**src/rtl/uart_tx_scheduler.sv**
```systemverilog
// uart_tx_scheduler
//   Shares one byte-level UART transmitter between four message requesters.
//   One-cycle request pulses are latched into pending. Pending requesters are
//   granted in round-robin order. The granted requester's fixed ASCII message
//   is streamed from an internal ROM, one byte per tx_start / tx_busy handshake.
//
//   Optional build macro: UART_SCHED_CRLF_EN
//     When defined, every message is followed by 0x0D 0x0A.
//
//   Parameters
//     NUM_REQ      number of requesters (fixed at 4, the ROM has 4 entries)
//     GAP_CYCLES   idle cycles after a message's last byte, before the next arbitration
//     ACK_TIMEOUT  cycles to wait for tx_busy to rise before the byte counts as dropped
//
//   Ports
//     clk, rst_n  clock, synchronous active-low reset
//     req         per-requester request pulses
//     tx_busy     busy flag from uart_tx
//     tx_start    one-cycle send pulse to uart_tx
//     tx_data     byte to send; held until the byte completes and while idle
//     active      high from grant until the last byte is done
//     grant_id    requester currently granted, or the one granted last
//     done        one-cycle pulse when a message's last byte completes
//     pending     latched outstanding requests
//     drop_err    sticky flag, set on any acknowledge timeout
module uart_tx_scheduler #(
   parameter int NUM_REQ     = 4,
   parameter int GAP_CYCLES  = 0,
   parameter int ACK_TIMEOUT = 16
) (
   input  logic               clk,
   input  logic               rst_n,
   input  logic [NUM_REQ-1:0] req,
   input  logic               tx_busy,
   output logic               tx_start,
   output logic [7:0]         tx_data,
   output logic               active,
   output logic [1:0]         grant_id,
   output logic               done,
   output logic [NUM_REQ-1:0] pending,
   output logic               drop_err
);

   typedef enum logic [2:0] {IDLE, GRANT, START, WAIT_HI, WAIT_LO, NEXT, GAP} state_t;

`ifdef UART_SCHED_CRLF_EN
   localparam int EXTRA = 2;
`else
   localparam int EXTRA = 0;
`endif

   state_t               state, nstate;
   logic [1:0]           ptr;
   logic [2:0]           idx;
   logic [7:0]           to_cnt;
   logic [7:0]           gap_cnt;
   logic [1:0]           winner;
   logic [NUM_REQ-1:0]   clr;
   logic                 last;
   logic                 to_expire;
   logic                 gap_expire;

   function automatic logic [2:0] base_len(input logic [1:0] id);
      case (id)
         2'd0:    return 3'd4;
         2'd1:    return 3'd4;
         2'd2:    return 3'd3;
         default: return 3'd2;
      endcase
   endfunction

   function automatic logic [2:0] msg_len(input logic [1:0] id);
      return 3'(int'(base_len(id)) + EXTRA);
   endfunction

   function automatic logic [7:0] rom_byte(input logic [1:0] id, input logic [2:0] i);
      logic [7:0] b;
      b = 8'h00;
      case (id)
         2'd0: case (i)   // "POLO"
            3'd0: b = 8'h50;  3'd1: b = 8'h4F;  3'd2: b = 8'h4C;  3'd3: b = 8'h4F;
            default: b = 8'h00;
         endcase
         2'd1: case (i)   // "PING"
            3'd0: b = 8'h50;  3'd1: b = 8'h49;  3'd2: b = 8'h4E;  3'd3: b = 8'h47;
            default: b = 8'h00;
         endcase
         2'd2: case (i)   // "ERR"
            3'd0: b = 8'h45;  3'd1: b = 8'h52;  3'd2: b = 8'h52;
            default: b = 8'h00;
         endcase
         default: case (i) // "OK"
            3'd0: b = 8'h4F;  3'd1: b = 8'h4B;
            default: b = 8'h00;
         endcase
      endcase
`ifdef UART_SCHED_CRLF_EN
      if (i == base_len(id))              b = 8'h0D;
      else if (i == base_len(id) + 3'd1)  b = 8'h0A;
`endif
      return b;
   endfunction

   // Round-robin search starting one past the last winner.
   always_comb begin
      logic [1:0] cand;
      logic       found;
      winner = ptr;
      found  = 1'b0;
      cand   = ptr;
      for (int k = 1; k <= 4; k++) begin
         cand = ptr + 2'(k);
         if (!found && pending[cand]) begin
            winner = cand;
            found  = 1'b1;
         end
      end
   end

   always_comb begin
      clr = '0;
      if (state == GRANT) clr[winner] = 1'b1;
   end

   assign last       = (idx == msg_len(grant_id) - 3'd1);
   assign to_expire  = (to_cnt == 8'(ACK_TIMEOUT - 1));
   assign gap_expire = (gap_cnt == 8'(GAP_CYCLES - 1));

   always_ff @(posedge clk) begin
      if (!rst_n) state <= IDLE;
      else        state <= nstate;
   end

   always_comb begin
      nstate   = state;
      tx_start = 1'b0;
      done     = 1'b0;
      case (state)
         // req is included so a request sampled on this edge goes straight to GRANT,
         // which puts tx_start in the second cycle after the sampling edge.
         IDLE:    if ((pending | req) != '0) nstate = GRANT;
         GRANT:   nstate = START;
         START: begin
            tx_start = 1'b1;
            nstate   = WAIT_HI;
         end
         WAIT_HI: begin
            if (tx_busy)        nstate = WAIT_LO;
            else if (to_expire) nstate = NEXT;
         end
         WAIT_LO: if (!tx_busy) nstate = NEXT;
         NEXT: begin
            if (last) begin
               done   = 1'b1;
               nstate = (GAP_CYCLES > 0) ? GAP : IDLE;
            end else begin
               nstate = START;
            end
         end
         GAP:     if (gap_expire) nstate = IDLE;
         default: nstate = IDLE;
      endcase
   end

   always_ff @(posedge clk) begin
      if (!rst_n) begin
         ptr      <= 2'd3;
         idx      <= '0;
         to_cnt   <= '0;
         gap_cnt  <= '0;
         grant_id <= '0;
         active   <= 1'b0;
         pending  <= '0;
         drop_err <= 1'b0;
         tx_data  <= '0;
      end else begin
         // Set wins over the grant clear, so a requester can re-queue itself.
         pending <= (pending & ~clr) | req;
         case (state)
            GRANT: begin
               grant_id <= winner;
               ptr      <= winner;
               active   <= 1'b1;
               idx      <= '0;
               tx_data  <= rom_byte(winner, 3'd0);
            end
            START: to_cnt <= '0;
            WAIT_HI: begin
               if (!tx_busy) begin
                  if (to_expire) drop_err <= 1'b1;
                  else           to_cnt   <= to_cnt + 8'd1;
               end
            end
            NEXT: begin
               if (last) begin
                  active  <= 1'b0;
                  gap_cnt <= '0;
               end else begin
                  // The previous byte is finished or dropped, so tx_data may change now.
                  idx     <= idx + 3'd1;
                  tx_data <= rom_byte(grant_id, idx + 3'd1);
               end
            end
            GAP: gap_cnt <= gap_cnt + 8'd1;
            default: ;
         endcase
      end
   end

endmodule

```
**config.mk**
```make
export PLATFORM = sky130hd
export DESIGN_NAME = uart_tx_scheduler
export DESIGN_NICKNAME = d
export VERILOG_FILES = /design/src/rtl/uart_tx_scheduler.sv
export SDC_FILE = /design/constraint.sdc
export NUM_CORES = 1
export LEC_CHECK = 0
export BUFFER_PORTS_ARGS = -buffer_cell sky130_fd_sc_hd__buf_2
export CAP_MARGIN = 20
export CORE_MARGIN = 1.5
export CORE_UTILIZATION = 40
export CTS_BUF_LIST = sky130_fd_sc_hd__clkbuf_8 sky130_fd_sc_hd__clkbuf_16
export DETAILED_ROUTE_END_ITERATION = 16
export GPL_TIMING_DRIVEN = 0
export MAX_ROUTING_LAYER = met4
export PLACE_DENSITY_LB_ADDON = 0.05
export SYNTH_ARGS = -nofsm -noshare
export SYNTH_HDL_FRONTEND = slang
export SYNTH_SLANG_ARGS = --single-unit
```
**constraint.sdc**
```tcl
create_clock -name clk -period 2.28 [get_ports clk]
set_clock_uncertainty 0.05 [all_clocks]
set_input_delay 0.114 -clock clk [delete_from_list [all_inputs] [get_ports clk]]
set_output_delay 0.114 -clock clk [all_outputs]
set_load 0.01 [all_outputs]
```
# Yosys cells after proc, flatten, opt, wreduce, memory -nomap -nowiden
# Index checks and enable logic that the tools add are counted.
[totals] out_inout_bits=18 register_bits=40 input_bits=7
[op_classes] muxes=46 bitwise=5 reduce_logical=25 eq_ne=24 addsub=7 n_lt_le_gt_ge=6
[op_table] operator="8-bit one-hot mux with 2 select lines" n=3
[op_table] operator="8-bit 2-to-1 mux" n=4
[op_table] operator="7-bit one-hot mux with 2 select lines" n=2
[op_table] operator="7-bit one-hot mux with 4 select lines" n=1
[op_table] operator="8-bit one-hot mux with 3 select lines" n=1
[op_table] operator="3-bit one-hot mux with 7 select lines" n=1
[op_table] operator="7-bit one-hot mux with 3 select lines" n=1
[op_table] operator="3-bit 2-to-1 mux" n=6
[op_table] operator="8-bit by 1-bit adder with 8-bit output (second input constant)" n=2
[op_table] operator="2-bit by 3-bit < comparator with 1-bit output (second input constant)" n=5
[op_table] operator="2-bit != test (second input constant)" n=7
[op_table] operator="3-bit by 2-bit == test with 1-bit output (second input constant)" n=4
[op_table] operator="1-bit 2-to-1 mux" n=12
[op_table] operator="3-bit one-hot mux with 2 select lines" n=2
[op_table] operator="2-bit 2-to-1 mux" n=5
[op_table] operator="5-bit one-hot mux with 2 select lines" n=1
[op_table] operator="3-bit == test (second input constant)" n=3
[op_table] operator="1-bit binary-select mux with 2-bit select" n=4
[op_table] operator="8-bit by 4-bit == test with 1-bit output (second input constant)" n=1
[op_table] operator="8-bit == test (second input constant)" n=1
[op_table] operator="4-bit bitwise OR" n=2
[op_table] operator="2-bit OR reduction" n=4
[op_table] operator="3-bit by 1-bit == test with 1-bit output (second input constant)" n=2
[op_table] operator="3-bit logical NOT" n=2
[op_table] operator="23 further kinds" n=37

# Depth between registers and ports, before layout
# Gate-level depths: netlist of the first run.
[logic_depth] depth_word=21 ltp_mapped=7 mapped_depth_nobuf=7

# Worst setup path before layout of the first run
# Ideal clock, no wire load.
[synth_timing] kind="register to register" from="register to_cnt[0]" to="register to_cnt[7]" arrival_time_ns=1.526 stages_incl_launch_ff=7 path_buffers=0 setup_ns=0.070 slack_ns=0.634 cell_sequence="dfxtp_1 ha_1 nand3_2 o21ai_4 a211o_1 or3_1 a21oi_1"
[synth_via] elab_chain_len=4 word_cells_on_any_way=7 cone_classes="1 x add/sub; 2 x eq/ne; 3 x mux; 1 x reduce/logical"
[synth_lines] item="from (decl)" line_no="55" source="logic [7:0] to_cnt;"
[synth_lines] item="from (signal assigned)" line_no="191" source="else to_cnt <= to_cnt + 8'd1;"
[synth_lines] item="8-bit by 1-bit adder with 8-bit output" line_no="191"
[synth_lines] item="8-bit 2-to-1 mux" line_no="190" source="if (to_expire) drop_err <= 1'b1;"
[synth_lines] item="8-bit 2-to-1 mux" line_no="189" source="if (!tx_busy) begin"
[synth_lines] item="8-bit one-hot mux with 2 select lines" line_no="179" source="case (state)"
# Parallel ways exist; a longest one is shown, timed or not. The select of a mux whose other input is x is not followed.
# A chain may end at the register's enable or synchronous reset.

# Final worst setup path of the first run
[layout_timing] from="register state[0]" to="output done"
[layout_via] elab_chain_len=2
[layout_lines] item="from (decl)" line_no="52" source="state_t state, nstate;"
[layout_lines] item="from (signal assigned)" line_no="131" source="else state <= nstate;"
[layout_lines] item="3-bit == test" line_no="138" source="case (state)"
[layout_lines] item="1-bit 2-to-1 mux" line_no="138"
[layout_lines] item="to (decl)" line_no="39" source="output logic done,"
# Every way passes these cells.

==> impl_metrics.json, run 1 <==
{
  "drc": 0,
  "wl_per_cell_um": 13.96,
  "layout_common_cells": "dfxtp_1, nor2_1, buf_2",
  "fin_crit_sh_pct": 82.62,
  "crit_type": "reg -> out",
  "die_w_um": 74.89,
  "grt_max_degree": 13,
  "cts_setup_buffers": 0,
  "start_kind": "flip-flop",
  "cts-buffers-inserted": 5,
  "use_met1_pct": 26.01,
  "synth_xor_area_share_pct": 2.966,
  "num_rows": 25,
  "cts_buffer_depth": 2,
  "yosysSeqAreaShare_pct": 36.80,
  "crit_path_cell_trace": "buf_2, nand2b_1, nor2_1, nand2_1, inv_1, buf_2",
  "critical_path.top_delay_family": "simple AND/OR/NAND/NOR gates",
  "worstRegToRegCells": 6,
  "core-area_mm2": 0.004848,
  "worst_pin_slew_ns": 0.6964,
  "cp_max_fo": 10,
  "cts_sinks": 38,
  "worst_slew_margin_rel_pct": 53.26,
  "wirelength_mm": 4.985,
  "rsz0062_at_grt": "false",
  "tns_ns": 0,
  "drt_pass1_iterations": 4,
  "slew_violations": 0,
  "n_antenna_cell": 0,
  "synth_top_family_by_area": "compound AO/OA/AOI/OAI gates",
  "synth_fa_ha_area_share_pct": 4.237,
  "r2r-start": "state[1]",
  "post_cts_resized": 0,
  "grt.met3_usage_pct": 3.882,
  "worst-path-buf-inv": 3,
  "grt_pass1_vias": 1740,
  "syn_to_final_growth_pct": 16.71,
  "crit_path_frequent_cell": "buf_2",
  "start_util_pct": 42.63,
  "final_nets": 303,
  "whs_path_depth": 3,
  "viasPerCell": 5.431,
  "synth.distinct_cells": 48,
  "finalSetupViolCount": 0,
  "grt_util_met2_pct": 29.50,
  "fp.dieArea_mm2": 0.005608,
  "fp.dieH_um": 74.89,
  "cap_violations": 0,
  "synth_flop_cell": "dfxtp_1",
  "ys_ff_latch": 38,
  "gr-total-overflow": 0,
  "syn_area_mm2": 0.002067,
  "vias": 1939,
  "antenna_found_initial": 0,
  "fillers": 483,
  "grt_util_all_layers_pct": 19.66,
  "grt_pass1_wl_mm": 8.155,
  "r2r_slack_ns": 0.41,
  "dp_hpwl_mm": 3.536,
  "cts_root_buffer": "clkbuf_8",
  "crit_arrival_ns": 1.72,
  "synth_async_sr_flop_share_pct": 0,
  "ir_drop_uv": 569.7,
  "yosys.area_share.simple_pct": 23.91,
  "cts_tree": "done",
  "min_period_ns": 1.884,
  "io_pins": 25,
  "hp-class": "in -> reg",
  "hp-start": "req[3]",
  "avgSynthCellArea_um2": 7.981,
  "status": "completed",
  "busiest_layer": "met2",
  "path_clk_slew_ns": 0.08,
  "hold_slack_ns": 0.01173,
  "p_leak_uw": 0.0009569,
  "drive_gt1_share_pct": 14.48,
  "r2r_end": "gap_cnt[0]",
  "htree_levels": 2,
  "crit_slowest_cell": "dfxtp_1",
  "ctsHoldBuffers": 1,
  "crit_path_max_incr_delay_ns": 0.34,
  "layout_commonest_cell": "dfxtp_1",
  "end_kind": "primary output",
  "synth_compound_area_share_pct": 25.85,
  "drtIter0Drc": 77,
  "synth_mux_area_share_pct": 1.090,
  "synth_edf_count": 0,
  "io_buffers": 21,
  "hold_violations": 0,
  "power_density_mw_per_mm2": 937.2,
  "ys_warn_count": 0,
  "clock_latency_ns": 0.29,
  "gp_congestion": 0.7900,
  "required_ns": 2.12,
  "antenna_left": 0,
  "hold_path_end": "pending[3]",
  "max_freq_mhz": 530.8,
  "synthCells": 259
}
## stage by stage
stage | total power [µW] | instance area, µm² | setup WS (ns) | utilization [%] | std cells
finish | 2261 | 2412 | 0.3962 | 49.75 | 357
global route | 2399 | 2412 | 0.1970 | 49.75 | 357
floorplan | 1341 | 2071 | 0.6338 | - | 260
CTS | 2272 | 2412 | 0.3736 | 49.75 | 357
detailed placement | 1548 | 2260 | 0.4202 | 46.61 | 348
global placement | 1546 | 2260 | 0.4265 | 46.61 | 348
## how the worst max path moves through the flow
stage                 end  startpoint  slack, ns  cells past startpoint
6_report             done    state[0]       0.40                      6
5_1_grt              done    state[0]       0.20                      6
4_1_cts              done    state[0]       0.37                      6
3_5_place_dp   gap_cnt[0]    state[2]       0.42                      6
3_3_place_gp   gap_cnt[0]    state[2]       0.43                      6
2_1_floorplan   to_cnt[7]   to_cnt[0]       0.63                      6
## metal layers
metal,up-vias,wire length (µm),share of wire (%)
met5,-,0,0
met4,0,58,1.2
li1,994,-,-
met2,40,2209,44
met3,6,193,3.9
met1,899,2523,51
## tightest hold or removal path, cell delays in order
cell and delay (ns):
buf_2 0.11, inv_1 0.04, a21oi_1 0.05
## report_power, final
group / leakage, µW / internal, µW / switching, µW
combinational: 0.000575 / 268 / 437
sequential: 0.000310 / 759 / 80.7
clock: 0.0000714 / 467 / 250
total: 0.000957 / 1490 / 767
## area by class of cell
class	count	area, µm²	area share [%]
timing repair buffer	22	115.1	4.772
clock buffer	6	82.58	3.423
clock inverter	2	60.06	2.490
inverter	13	48.80	2.023
sequential	38	760.7	31.54
tap	67	83.83	3.475
buffer	11	53.80	2.230
multi-input combinational	198	1207	50.05
## registers in the layout, indices dropped and copies added (netlist names)
register  count
gap_cnt       8
to_cnt        8
ptr           2
grant_id      2
pending       4
tx_data       6
active        1
drop_err      1
state         3
idx           3
## cells in the mapped netlist, types with 2 or more instances
cell / n / area (µm²)
clkbuf_1: 5 / 18.77
nand2_1: 21 / 78.83
o21ai_1: 5 / 25.02
nand4_1: 3 / 18.77
dfxtp_1: 38 / 760.7
buf_2: 4 / 20.02
nand3_1: 11 / 55.05
a31oi_1: 11 / 68.82
xnor2_1: 4 / 35.03
xor2_1: 3 / 26.28
ha_1: 7 / 87.58
a311oi_1: 3 / 26.28
or3_1: 2 / 12.51
o311ai_0: 2 / 17.52
nor3_1: 3 / 15.01
o31ai_1: 2 / 15.01
and3_1: 5 / 31.28
a211oi_1: 2 / 15.01
nand2b_1: 10 / 62.56
o21ai_0: 13 / 65.06
a21oi_1: 24 / 120.1
o211ai_1: 4 / 30.03
o211a_1: 2 / 20.02
mux2_2: 2 / 22.52
inv_1: 12 / 45.04
buf_4: 2 / 15.01
o221ai_1: 3 / 26.28
nand3b_1: 3 / 22.52
nor2_1: 29 / 108.9
nor2b_1: 2 / 12.51
o21a_1: 5 / 37.54
## logic make-up (layout without fill, tap and decap cells)
kind of cell               count (synthesis)  after routing
AOI/OAI and AO/OA                         83             83
xor gates and xnor gates                   7              7
adders and majority gates                  7              7
buffers and inverters                     24             54
DFF                                       38             38
muxes                                      2              2
other                                      1              2
and+or+nand+nor                           97             97
Note: power is estimated with default switching activity, not from simulation.
==> inputs of run 2 (changes only) <==
ABC_AREA = 1   (was unset)
clock period = 1.7 ns   (was 2.28 ns; I/O delays follow)
==> run 2 against run 1 <==
Effect of this change:
- total power increased by 73%
- cell count increased by 33%
- die area increased by 13%
- highest routed layer unchanged
- wire length increased by 20%
- utilization increased by 5.5 points
- flip-flop and latch count unchanged
- clock power increased by 6.8%
- register-to-register slack got worse by 0.38 ns
- non-clock buffer count increased by 19
==> impl_metrics.json, run 2 <==
{
  "p_seq_share_pct": 30.8,
  "cts_tree": "done",
  "cap_violations": 0,
  "regArea_um2": 799.5,
  "required_ns": 1.85,
  "synth.top_cells.by_area": "dfxtp_1, nand2_1, a21oi_1",
  "synth.most_common_cell": "nand2_1",
  "cts_root_buffer": "clkbuf_8",
  "min_period_ns": 1.667,
  "drive_gt1_share_pct": 33.00,
  "ys_warn_count": 0,
  "cts_sinks": 38,
  "p_leak_uw": 0.001399,
  "hp-class": "in -> reg",
  "clkPwrFrac_pct": 19.6,
  "yosysSeqAreaShare_pct": 32.27,
  "drt_pass1_iterations": 4,
  "synth_edf_count": 0,
  "fillers": 571,
  "synth_fa_ha_area_share_pct": 3.715,
  "grt_pass1_vias": 2035,
  "core-area_mm2": 0.005608,
  "end_kind": "flip-flop",
  "viasPerCell": 5.059,
  "layout_common_cells": "nand2_1, inv_1, a21oi_1",
  "worst_slew_margin_rel_pct": 61.40,
  "synth_commonest_cells": "nand2_1, inv_1, dfxtp_1",
  "num_rows": 27,
  "power_density_mw_per_mm2": 1263,
  "wl_per_cell_um": 12.63,
  "synth_compound_area_share_pct": 16.45,
  "crit_arrival_ns": 1.82,
  "postLayoutCellArea_mm2": 0.003098,
  "rsz0062_at_grt": "true",
  "synthCells": 352,
  "slew_violations": 0,
  "grt_pass1_wl_mm": 9.315,
  "fin_crit_sh_pct": 98.05,
  "drtIter0Drc": 114,
  "final_cells": 475,
  "synth.distinct_cells": 40,
  "place_area_mm2": 0.002561,
  "dp_hpwl_mm": 4.099,
  "fp.dieH_um": 79.77,
  "dpl.cell_count": 447,
  "finalSetupViolCount": 0,
  "io_pins": 25,
  "cp_max_fo": 5,
  "vias": 2403,
  "gp_congestion": 0.8255,
  "worst_pin_slew_ns": 0.5730,
  "grt_max_degree": 13,
  "multi_input_comb_area_mm2": 0.001553,
  "gr-total-overflow": 0,
  "synth_top_area_share_pct": 32.27,
  "cts-buffers-inserted": 5,
  "synth_top_family_by_area": "simple AND/OR/NAND/NOR gates",
  "wirelength_mm": 5.999,
  "syn_to_final_growth_pct": 31.42,
  "grt_util_all_layers_pct": 19.19,
  "synth_mux_area_share_pct": 0,
  "antenna_found_initial": 0,
  "avgSynthCellArea_um2": 6.697,
  "top_regs": "gap_cnt x8, to_cnt x8, tx_data x6",
  "synth_xor_area_share_pct": 1.433,
  "status": "completed",
  "synth_async_sr_flop_share_pct": 0,
  "io_buffers": 22,
  "clock_latency_ns": 0.30,
  "final_nets": 416,
  "hold_violations": 0,
  "comb_power_share_pct": 49.7,
  "p_int_uw": 2204,
  "start_kind": "flip-flop",
  "ir_drop_uv": 601.2,
  "cts_buffer_depth": 2,
  "crit_type": "reg -> reg",
  "synth_flop_cell": "dfxtp_1",
  "power_uw": 3914,
  "ys_ff_latch": 38,
  "fp.dieArea_mm2": 0.006362,
  "p_sw_share_pct": 43.69,
  "syn_area_mm2": 0.002357,
  "drc": 0,
  "antenna_left": 0,
  "layout_commonest_cell": "nand2_1",
  "switchingPower_uw": 1710,
  "die_w_um": 79.77,
  "yosys.area.top_type": "dfxtp_1",
  "htree_levels": 2,
  "start_util_pct": 42.03,
  "n_antenna_cell": 0,
  "path_clk_slew_ns": 0.08,
  "max_freq_mhz": 600.0,
  "yosys.area_share.simple_pct": 35.56
}
-- run 2: cell count changes after synthesis, moves of 5 or more --
| cell | delta |
|---|---|
| nor2_1 | -11 |
| nand3_1 | +8 |
| a21oi_1 | +9 |
| nand4_1 | +5 |
| inv_1 | +29 |
| o21ai_0 | +5 |
| inv_2 | +6 |
| a31oi_1 | -9 |
| nand2_2 | +7 |
| nand2_1 | +77 |
| and3_1 | -5 |
| nand2b_1 | -10 |
-- run 2: per-stage QoR --
stage          worst slack [ns]  util, %  setup TNS [ns]  hold slack [ns]
5_1_grt                -0.06772    55.24         -0.3072          0.02670
2_1_floorplan           0.07960        -               0           0.1690
4_1_cts                0.002261    49.93               0          0.02447
3_5_place_dp            -0.1372    45.67         -0.5923           0.2943
6_report                0.03322    55.24               0          0.03333
3_3_place_gp            -0.1499    45.67         -0.5765           0.2933
-- run 2: logic make-up after synthesis --
| family | count (synthesis) |
|---|---|
| simple gates | 176 |
| xor+xnor | 3 |
| flops | 38 |
| buf+inv | 58 |
| other cells | 1 |
| fa+ha+maj | 7 |
| compound gates | 69 |
-- run 2: what timing repair did --
action / CTS / global route
hold endpoints to repair: 3 / 0
endpoints found under the setup margin: 13 / 24
gates resized for setup: 22 / 64
hold buffers: 3 / 0
gates cloned: 0 / 2
pin swaps: 4 / 29
setup buffers: 4 / 11
-- run 2: layout make-up --
cell class                 count  share of cell area, %
inverter                      48                  6.220
buffer                        10                  2.544
tap                           72                  2.908
clock buffer                   5                  2.221
multi-input combinational    257                  50.12
timing repair buffer          42                  8.885
sequential                    38                  25.81
clock inverter                 3                  1.292
-- run 2: power by group through the flow --
stage / Clock (µW) / Sequential (µW) / Combinational, µW
after floorplan: 0 / 1190 / 1110
after global placement: 0 / 1170 / 1540
after detailed placement: 0 / 1170 / 1520
after CTS: 789 / 1170 / 1580
after global routing: 836 / 1230 / 2130
final: 766 / 1200 / 1940
-- run 2: per-layer routing --
layer / part of all wire (%) / track usage, %
met5: 0 / -
met4: 0.98 / 5.172
met3: 4.0 / 3.771
met2: 47 / 29.92
met1: 48 / 25.45
-- run 2: worst max-delay path: stages, from the launching register on --
cell	delay (ns)
dfxtp_4	0.37
inv_4	0.06
buf_6	0.12
nand2_2	0.05
nand2_2	0.09
nand2_4	0.07
nand2_4	0.11
inv_4	0.05
nand3_2	0.07
nand3_2	0.10
nand2_2	0.12
inv_2	0.07
nand2_4	0.07
nand3_2	0.07
nand2_1	0.08
inv_1	0.04
-- run 2: path summary, 6_finish.rpt --
| check | start | slack, ns | depth (start not counted) | endpoint |
|---|---|---|---|---|
| hold / removal | req[2] | 0.03 | 3 | pending[2] |
| hold reg to reg | gap_cnt[7] | 0.41 | 2 | gap_cnt[7] |
| setup / recovery | ptr[0] | 0.03 | 15 | tx_data[2] |
| setup reg to reg | ptr[0] | 0.03 | 15 | tx_data[2] |
